### config.mk
export PLATFORM = sky130hd
export DESIGN_NAME = stream_demux_1x2_flat
export DESIGN_NICKNAME = d
export VERILOG_FILES = /design/src/rtl/stream_demux_1x2_pkg.sv /design/src/rtl/stream_demux_1x2_if.sv /design/src/rtl/stream_demux_1x2_fifo.sv /design/src/rtl/stream_demux_1x2.sv /design/src/flat_wrapper.sv
export SDC_FILE = /design/constraint.sdc
export NUM_CORES = 1
export LEC_CHECK = 0
export CORE_MARGIN = 2
export CORE_UTILIZATION = 40
export DETAILED_ROUTE_END_ITERATION = 7
export SLEW_MARGIN = 30
export SYNTH_ARGS = -nofsm -noshare
export SYNTH_HDL_FRONTEND = slang
export SYNTH_SLANG_ARGS = --single-unit
### constraint.sdc
create_clock -name clk -period 4.3 [get_ports clk]
set_input_delay 0.86 -clock clk [delete_from_list [all_inputs] [get_ports clk]]
set_output_delay 0.86 -clock clk [all_outputs]
set_load 0.02 [all_outputs]
### src/rtl/stream_demux_1x2_pkg.sv
// rtl/stream_demux_1x2_pkg.sv - shared constants and helpers for the 1x2 stream router
package demux_pkg;

  localparam int DATA_W_DEF = 8;
  localparam int DEPTH_DEF  = 4;

  localparam logic PORT_Y0 = 1'b0;
  localparam logic PORT_Y1 = 1'b1;

  // Pointer width for a power-of-2 depth; never narrower than one bit.
  function automatic int ptr_w(input int depth);
    return (depth <= 2) ? 1 : $clog2(depth);
  endfunction

endpackage

### src/rtl/stream_demux_1x2_if.sv
// rtl/stream_demux_1x2_if.sv - handshake bundle between the router and its producer/consumers
interface stream_demux_1x2_if #(
  parameter int DATA_W = demux_pkg::DATA_W_DEF
);

  logic              i_valid;
  logic              i_ready;
  logic [DATA_W-1:0] i_data;
  logic              s;
  logic              y0_valid;
  logic              y0_ready;
  logic [DATA_W-1:0] y0_data;
  logic              y1_valid;
  logic              y1_ready;
  logic [DATA_W-1:0] y1_data;
  logic              y_sel;

  modport master (
    output i_valid, i_data, s, y0_ready, y1_ready,
    input  i_ready, y0_valid, y0_data, y1_valid, y1_data, y_sel
  );

  modport slave (
    input  i_valid, i_data, s, y0_ready, y1_ready,
    output i_ready, y0_valid, y0_data, y1_valid, y1_data, y_sel
  );

endinterface

### src/rtl/stream_demux_1x2_fifo.sv
// rtl/stream_demux_1x2_fifo.sv - synchronous FIFO used as a per-output buffer of the router
module demux_fifo
  import demux_pkg::*;
#(
  parameter int DATA_W = DATA_W_DEF,
  parameter int DEPTH  = DEPTH_DEF
) (
  input  logic              clk,
  input  logic              rst,
  input  logic              push,
  input  logic [DATA_W-1:0] push_data,
  input  logic              pop,
  output logic              full,
  output logic              empty,
  output logic [DATA_W-1:0] head
);

  localparam int PW = ptr_w(DEPTH);
  localparam logic [PW:0] FULL_CNT = (PW+1)'(DEPTH);

  logic [DATA_W-1:0] mem [DEPTH];
  logic [PW-1:0]     wr_ptr;
  logic [PW-1:0]     rd_ptr;
  logic [PW:0]       count;
  logic              do_push;
  logic              do_pop;

  assign full    = (count == FULL_CNT);
  assign empty   = (count == '0);
  assign do_push = push & ~full;
  assign do_pop  = pop & ~empty;

  // Empty FIFO presents zero so the output data is clean during and after reset.
  assign head = empty ? '0 : mem[rd_ptr];

  always_ff @(posedge clk) begin
    if (do_push) begin
      mem[wr_ptr] <= push_data;
    end
  end

  always_ff @(posedge clk or posedge rst) begin
    if (rst) begin
      wr_ptr <= '0;
      rd_ptr <= '0;
      count  <= '0;
    end else begin
      if (do_push) begin
        wr_ptr <= wr_ptr + 1'b1;
      end
      if (do_pop) begin
        rd_ptr <= rd_ptr + 1'b1;
      end
      case ({do_push, do_pop})
        2'b10:   count <= count + 1'b1;
        2'b01:   count <= count - 1'b1;
        default: count <= count;
      endcase
    end
  end

endmodule

### src/rtl/stream_demux_1x2.sv
// rtl/stream_demux_1x2.sv - registered 1-to-2 stream router with a buffer FIFO per output
// Build option: DEMUX_RR_EN selects round-robin targeting instead of the s input.
module stream_demux_1x2
  import demux_pkg::*;
#(
  parameter int DATA_W = DATA_W_DEF,
  parameter int DEPTH  = DEPTH_DEF
) (
  input  logic               clk,
  input  logic               rst,
  stream_demux_1x2_if.slave  bus
);

  logic target;
  logic full0;
  logic full1;
  logic empty0;
  logic empty1;
  logic accept;

`ifdef DEMUX_RR_EN
  logic rr_ptr;

  // Pointer advances only on an accepted word; a full target stalls rather than skipping.
  always_ff @(posedge clk or posedge rst) begin
    if (rst) begin
      rr_ptr <= PORT_Y0;
    end else if (accept) begin
      rr_ptr <= ~rr_ptr;
    end
  end

  assign target = rr_ptr;
`else
  assign target = bus.s;
`endif

  assign bus.y_sel   = target;
  assign bus.i_ready = (target == PORT_Y0) ? ~full0 : ~full1;
  assign accept      = bus.i_valid & bus.i_ready;

  demux_fifo #(
    .DATA_W (DATA_W),
    .DEPTH  (DEPTH)
  ) u_fifo0 (
    .clk       (clk),
    .rst       (rst),
    .push      (accept & (target == PORT_Y0)),
    .push_data (bus.i_data),
    .pop       (bus.y0_ready),
    .full      (full0),
    .empty     (empty0),
    .head      (bus.y0_data)
  );

  demux_fifo #(
    .DATA_W (DATA_W),
    .DEPTH  (DEPTH)
  ) u_fifo1 (
    .clk       (clk),
    .rst       (rst),
    .push      (accept & (target == PORT_Y1)),
    .push_data (bus.i_data),
    .pop       (bus.y1_ready),
    .full      (full1),
    .empty     (empty1),
    .head      (bus.y1_data)
  );

  assign bus.y0_valid = ~empty0;
  assign bus.y1_valid = ~empty1;

endmodule
### src/flat_wrapper.sv
// flat-port wrapper written by rule: the top's interface ports become plain ports
module stream_demux_1x2_flat import demux_pkg::*;
#(
  parameter int DATA_W = DATA_W_DEF,
  parameter int DEPTH  = DEPTH_DEF
)
  (clk, rst, bus_i_valid, bus_i_data, bus_s, bus_y0_ready, bus_y1_ready, bus_i_ready, bus_y0_valid, bus_y0_data, bus_y1_valid, bus_y1_data, bus_y_sel);
  stream_demux_1x2_if #(.DATA_W(DATA_W)) bus_i ();
  input  logic clk;
  input  logic rst;
  input wire logic [$bits(bus_i.i_valid)-1:0] bus_i_valid;
  input wire logic [$bits(bus_i.i_data)-1:0] bus_i_data;
  input wire logic [$bits(bus_i.s)-1:0] bus_s;
  input wire logic [$bits(bus_i.y0_ready)-1:0] bus_y0_ready;
  input wire logic [$bits(bus_i.y1_ready)-1:0] bus_y1_ready;
  output wire logic [$bits(bus_i.i_ready)-1:0] bus_i_ready;
  output wire logic [$bits(bus_i.y0_valid)-1:0] bus_y0_valid;
  output wire logic [$bits(bus_i.y0_data)-1:0] bus_y0_data;
  output wire logic [$bits(bus_i.y1_valid)-1:0] bus_y1_valid;
  output wire logic [$bits(bus_i.y1_data)-1:0] bus_y1_data;
  output wire logic [$bits(bus_i.y_sel)-1:0] bus_y_sel;
  assign bus_i.i_valid = bus_i_valid;
  assign bus_i.i_data = bus_i_data;
  assign bus_i.s = bus_s;
  assign bus_i.y0_ready = bus_y0_ready;
  assign bus_i.y1_ready = bus_y1_ready;
  assign bus_i_ready = bus_i.i_ready;
  assign bus_y0_valid = bus_i.y0_valid;
  assign bus_y0_data = bus_i.y0_data;
  assign bus_y1_valid = bus_i.y1_valid;
  assign bus_y1_data = bus_i.y1_data;
  assign bus_y_sel = bus_i.y_sel;
  stream_demux_1x2 #(.DATA_W(DATA_W), .DEPTH(DEPTH)) u_core (.clk(clk), .rst(rst), .bus(bus_i));
endmodule
### After elaboration in Yosys (flattened, before gate mapping)

Memory sizes are Yosys's and may differ from the RTL's.
Cells that the tools add are included.

| storage, ports and cells | value |
|---|---|
| memories kept | 2 |
| bits in registers | 14 |
| logic and storage cells | 47 |
| bits in writable memories | 64 |
| output and inout bits | 20 |
| input port bits | 14 |

| operators by class | value |
|---|---|
| multiplexer cells | 9 |
| reduce and logical (&&, ||, !) cells | 4 |
| add/subtract/negate cells | 8 |
| bitwise gates (word level) | 12 |
| equality and inequality tests | 6 |

Memory list:

| memory | depth | width | rd ports | clocked after memory_dff | wr ports | RTL line | text |
|---|---|---|---|---|---|---|---|
| u_core.u_fifo0.mem | 4 | 8 | 1 | 0 | 1 | stream_demux_1x2_fifo.sv:21 | `logic [DATA_W-1:0] mem [DEPTH];` |
| u_core.u_fifo1.mem | 4 | 8 | 1 | 0 | 1 | stream_demux_1x2_fifo.sv:21 |  |

Operator list:

| operator | count |
|---|---|
| $mux 8 | 2 |
| $pmux 3 s2 | 2 |
| $add 2x1->2 const B | 4 |
| $and 1x1->1 | 7 |
| $add 3x1->3 const B | 2 |
| $eq 3x3->1 const B | 2 |
| $logic_not 3->1 | 2 |
| $sub 3x1->3 const B | 2 |
| $mux 1 | 5 |
| $not 1->1 | 5 |
| $eq 2x1->1 const B | 2 |
| $eq 2x2->1 const B | 2 |
| $reduce_bool 2->1 | 2 |

### Logic depth before layout (Yosys ltp)

| logic depth | value |
|---|---|
| word-level depth | 8 |
| gate-level depth with buffers | 10 |
| gate-level depth less buffers | 9 |

### By module

A second synthesis with hierarchy kept.

| unflattened totals | value |
|---|---|
| cell total of the unflattened synthesis | 186 |
| area, all modules | 3367.0 µm² |

By module, submodules not included:

| module | cells an instance | area an instance (µm²) | seq. area each (µm²) | instances |
|---|---|---|---|---|
| demux_fifo | 90 | 1660.3 | 1136.1 | 2 |
| stream_demux_1x2 | 6 | 46.3 | 0.0 | 1 |

### Least setup slack after synthesis

No wires, ideal clock.

| timing path | value |
|---|---|
| path kind | input to register |
| from | input port bus_s |
| to | register u_core.u_fifo0.count[2] |
| library setup time | 0.079 ns |
| path slack | 2.073 ns |
| stages on the path | 9 |
| path buffers | 1 |
| arrival time | 2.147 ns |
| data required time | 4.221 ns |
| path through | and3b_1 buf_6 inv_1 ha_1 inv_1 fa_1 xor2_1 nor2_1 xor2_1 |

| between the ends | value |
|---|---|
| longest elaborated chain between the ends | 6 |
| elaborated cells on any way between the ends | 9 |
| those cells by class | eq/ne: 2; mux: 2; bitwise: 4; reduce/logical: 1 |

RTL lines:

| what | RTL line | text |
|---|---|---|
| start: declaration | flat_wrapper.sv:13 | `input wire logic [$bits(bus_i.s)-1:0] bus_s;` |
| $mux 1 | stream_demux_1x2.sv:39 | `assign bus.i_ready = (target == PORT_Y0) ? ~full0 : ~full1;` |
| $and 1x1->1 | stream_demux_1x2.sv:40 | `assign accept = bus.i_valid & bus.i_ready;` |
| $and 1x1->1 * | stream_demux_1x2.sv:48 | `.push (accept & (target == PORT_Y0)),` |
| $and 1x1->1 * | stream_demux_1x2_fifo.sv:30 | `assign do_push = push & ~full;` |
| $eq 2x1->1 or $eq 2x2->1 (tied branches) | stream_demux_1x2_fifo.sv:54 | `case ({do_push, do_pop})` |
| $pmux 3 s2 or $reduce_bool 2->1 (tied branches) | n/a |  |
| end signal: assignment | stream_demux_1x2_fifo.sv:55 | `2'b10: count <= count + 1'b1;` |
| end signal: assignment | stream_demux_1x2_fifo.sv:56 | `2'b01: count <= count - 1'b1;` |
| end signal: assignment | stream_demux_1x2_fifo.sv:57 | `default: count <= count;` |
| end: declaration | stream_demux_1x2_fifo.sv:24 | `logic [PW:0] count;` |

Every way passes the cells marked *; elsewhere a longest branch is shown, timed or not.
A chain may end at the register's enable or synchronous reset.

### Worst setup path after layout

| timing path | value |
|---|---|
| from | register u_core.u_fifo0.rd_ptr[0] |
| to | output port bus_y0_data[4] |

| between the ends | value |
|---|---|
| longest elaborated chain between the ends | 2 |

RTL lines:

| what | RTL line | text |
|---|---|---|
| start: declaration | stream_demux_1x2_fifo.sv:23 | `logic [PW-1:0] rd_ptr;` |
| start signal: assignment | stream_demux_1x2_fifo.sv:52 | `rd_ptr <= rd_ptr + 1'b1;` |
| $mem_v2 4x8 | n/a |  |
| $mux 8 | stream_demux_1x2_fifo.sv:34 | `assign head = empty ? '0 : mem[rd_ptr];` |
| end: declaration | flat_wrapper.sv:18 | `output wire logic [$bits(bus_i.y0_data)-1:0] bus_y0_data;` |

Every way passes these cells.

==> impl_metrics.toml <==
[finish]
layout-area-overhead-vs-synth_pct = 19.22
diodes = 0
post-route-cell-area_um2 = 3911
number_of_non_filler_instances_in_the_completed_layout = 328
layout.nets = 244
fill_cell_total_of_the_finished_layout = 727
multi_input_area_um2 = 915.9
layout-drive-gt1-share = 0.1704
final_core_util = 0.4833
ff_latch_area_um2 = 2272

[synthesis]
synth-adder-area-share = 0.05034
synth_flop_cell = "sky130_fd_sc_hd__edfxtp_1"
yosysMostFrequentCell = "sky130_fd_sc_hd__edfxtp_1"
syn-cell-area_um2 = 3281
synth.mux.area_fraction = 0.1240
yosysUniqueCellTypes = 26
ffs_w_async_s_r_synth = 0.1795
ys_seq_elements = 78
synth.area.top_cells = "sky130_fd_sc_hd__edfxtp_1 (59%), sky130_fd_sc_hd__mux4_2 (11%), sky130_fd_sc_hd__dfrtp_1 (11%), sky130_fd_sc_hd__and2_1 (4.2%), sky130_fd_sc_hd__ha_1 (3.8%)"
synth_top_family_by_area = "multiplexers"
edff_count_synth = 64
synth-xor-area-share = 0.03204
yosys_warnings = 0
sequential_area_share_after_synthesis = 0.6926
avgSynthCellArea_um2 = 18.03
synth-compound-area-share = 0.003432
yosys-top-cells-count = "sky130_fd_sc_hd__edfxtp_1 (64), sky130_fd_sc_hd__and2_1 (22), sky130_fd_sc_hd__mux4_2 (16)"
post-synth-top-area-fraction = 0.5858
syn-instance-count = 182
mappedNetlistNets = 208
synthSimpleGateAreaFrac = 0.06941
synth_area_leader_cell = "sky130_fd_sc_hd__edfxtp_1"

[drt]
detailedRoute.firstPassIterationCount = 6
initialDrtViolationCount = 50
viasPerCell = 4.588
routed-via-count = 1505
wl_mm = 5.118
postRouteAntennaNets = 0
drt_drc_violations_left = 0
routedWlPerCell_um = 15.60

[global_routing]
grt_first_pass_wirelength_mm = 8.307
grt_start_max_net_pins = 15
grt_antenna_before_repair = 0
grt_use_total = 0.1298
grt_pass1_vias = 1575
total_overflow_reported_by_the_global_router = 0

[power_and_ir_drop]
pleak_nw = 1.391
clkPwrFrac = 0.218
intPower_mw = 1.808
p_sw_mw = 0.8171
portion_of_total_power_attributed_to_sequential_cells = 0.421
max_vdd_drop_uv = 301.2
power.share.combinational = 0.361
switching_share = 0.3113
report.power.total_mw = 2.625
power_density_nw_per_um2 = 671.2

[sta]
setup_total_negative_slack_ns = 0
slew_headroom = 0.5990
slew_viol_final = 0
report.final.setup_viol = 0
post-route-period-util = 0.7451
worst_slew_pin_slew_ns = 0.6015
grt_setup_unrepaired = "no"
timing.clock.skew_ns = 0.005577
period_needed_ns = 3.204
timing.final.hold_violations = 0
highest_clock_frequency_the_design_can_meet_mhz = 312.1

[setup_path]
cpPeakStageDelay_ns = 0.73
worst_path_max_delay_cell = "sky130_fd_sc_hd__dfrtp_1"
element_type_at_the_critical_path_start = "flop"
arrival_ns = 2.34
path_cells = "mux4_2 > and2_1 > clkdlybuf4s50_1"
worstPathMaxFanout = 10
timing.critical_path.to_type = "output port"
kind_of_critical_path = "reg2out"
cp_top_family = "flip-flops"
crit_required_ns = 3.44
cp_num_buf_inv = 1

[flow_run]
timing.max_cap.violations = 0

[clock_network]
cts_tree = "done"
postcts_resize_cnt = 0
htreeDepth = 3
tritoncts.num_buffers = 9
root_buffer = "sky130_fd_sc_hd__clkbuf_8"
cts_max_path_buffers = 2
clkLatencyLatePin_ns = 0.33
post_cts_hold_buffer_count = 0
postCtsSetupRepairBufs = 0
clkTransAtPathRegs_ns = 0.07
clkSinkCount = 78

[status]
outcome = "finished clean"

[floorplanning]
coreArea_um2 = 8093
initial_utilization = 0.4054
die-area_um2 = 8942
floorplan.rows = 33
chipHeight_um = 94.56
number_of_placed_i_o_pins = 34
die_x_um = 94.56

[placement]
buffer_ports.inserted = 33
placed_cell_area_um2 = 3699
dpl.cell_count = 312
gp_congestion = 0.7053
dp_hpwl_mm = 3.439

[hold_path]
min-delay-path-class = "reg2reg"
power groups by stage:
stage                     Combinational, mW  Clock, mW  Sequential, mW
after floorplan                       0.716          0            1.02
after global placement                0.960          0            1.13
after detailed placement              0.966          0            1.13
after CTS                             0.968      0.592            1.11
after global routing                   1.04      0.620            1.13
final                                 0.949      0.572            1.10
stage by stage:
step	hold slack [ns]	setup slack [ns]
after global routing	0.5184	0.9395
after floorplan	0.4458	2.073
after detailed placement	0.4891	1.222
after global placement	0.4869	1.244
final	0.4970	1.096
after CTS	0.5071	1.031
cells in the final DEF (no fill, tap or decap), types with 2 or more instances in the layout:
cell type and n:
sky130_fd_sc_hd__and2_1 22, sky130_fd_sc_hd__and2_2 4, sky130_fd_sc_hd__bufinv_16 2, sky130_fd_sc_hd__clkbuf_8 9
sky130_fd_sc_hd__clkdlybuf4s50_1 33, sky130_fd_sc_hd__clkinv_2 2, sky130_fd_sc_hd__clkinvlp_4 2, sky130_fd_sc_hd__dfrtp_1 14
sky130_fd_sc_hd__edfxtp_1 64, sky130_fd_sc_hd__fa_1 2, sky130_fd_sc_hd__ha_1 10, sky130_fd_sc_hd__inv_1 13
sky130_fd_sc_hd__mux2i_1 2, sky130_fd_sc_hd__mux4_2 16, sky130_fd_sc_hd__nand3_1 2, sky130_fd_sc_hd__nor2_1 4
sky130_fd_sc_hd__xnor2_1 6, sky130_fd_sc_hd__xor2_1 6
sequential cells by signal, indices dropped and copies added (netlist names):
register,cells
u_core.u_fifo1.mem,32
u_core.u_fifo1.rd_ptr,2
u_core.u_fifo0.wr_ptr,2
u_core.u_fifo1.wr_ptr,2
u_core.u_fifo0.rd_ptr,2
u_core.u_fifo0.count,3
u_core.u_fifo0.mem,32
u_core.u_fifo1.count,3
logic make-up after synthesis:
kind of cell / count (synthesis)
compound gates: 2
xor+xnor: 12
fa+ha+maj: 12
buf+inv: 21
flops: 78
mux: 20
simple gates: 37
routing by layer:
| metal | track usage | up-vias | wire length, um |
|---|---|---|---|
| met3 | 0.02793 | 2 | 161 |
| li1 | - | 730 | - |
| met2 | 0.1899 | 28 | 2409 |
| met4 | 0.06522 | 0 | 35 |
| met1 | 0.1845 | 745 | 2512 |
| met5 | 0 | - | 0 |
worst paths after layout:
| path | startpoint | endpoint | slack, ns | cells past startpoint |
|---|---|---|---|---|
| max | u_core.u_fifo0.rd_ptr[0]$_DFFE_PP0P_ | bus_y0_data[4] | 1.10 | 3 |
| min | u_core.u_fifo0.count[2]$_DFFE_PP0P_ | u_core.u_fifo0.count[2]$_DFFE_PP0P_ | 0.50 | 1 |
| max reg2reg | u_core.u_fifo0.count[0]$_DFFE_PP0P_ | u_core.u_fifo0.count[2]$_DFFE_PP0P_ | 2.02 | 9 |
| min reg2reg | u_core.u_fifo0.count[2]$_DFFE_PP0P_ | u_core.u_fifo0.count[2]$_DFFE_PP0P_ | 0.50 | 1 |
| max in group asynchronous | rst | u_core.u_fifo0.wr_ptr[1]$_DFFE_PP0P_ | 3.05 | 2 |
| min in group asynchronous | rst | u_core.u_fifo1.wr_ptr[0]$_DFFE_PP0P_ | 0.88 | 2 |
area by class of cell:
cell class                      instances  share of cell area
Sequential cell                        78              0.5809
Multi-Input combinational cell         83              0.2342
Timing Repair Buffer                   33             0.08445
Tap cell                              105             0.03359
Clock buffer                            9             0.03167
Clock inverter                          7             0.02271
Inverter                               13             0.01248
(Power assumes the default switching activity.)
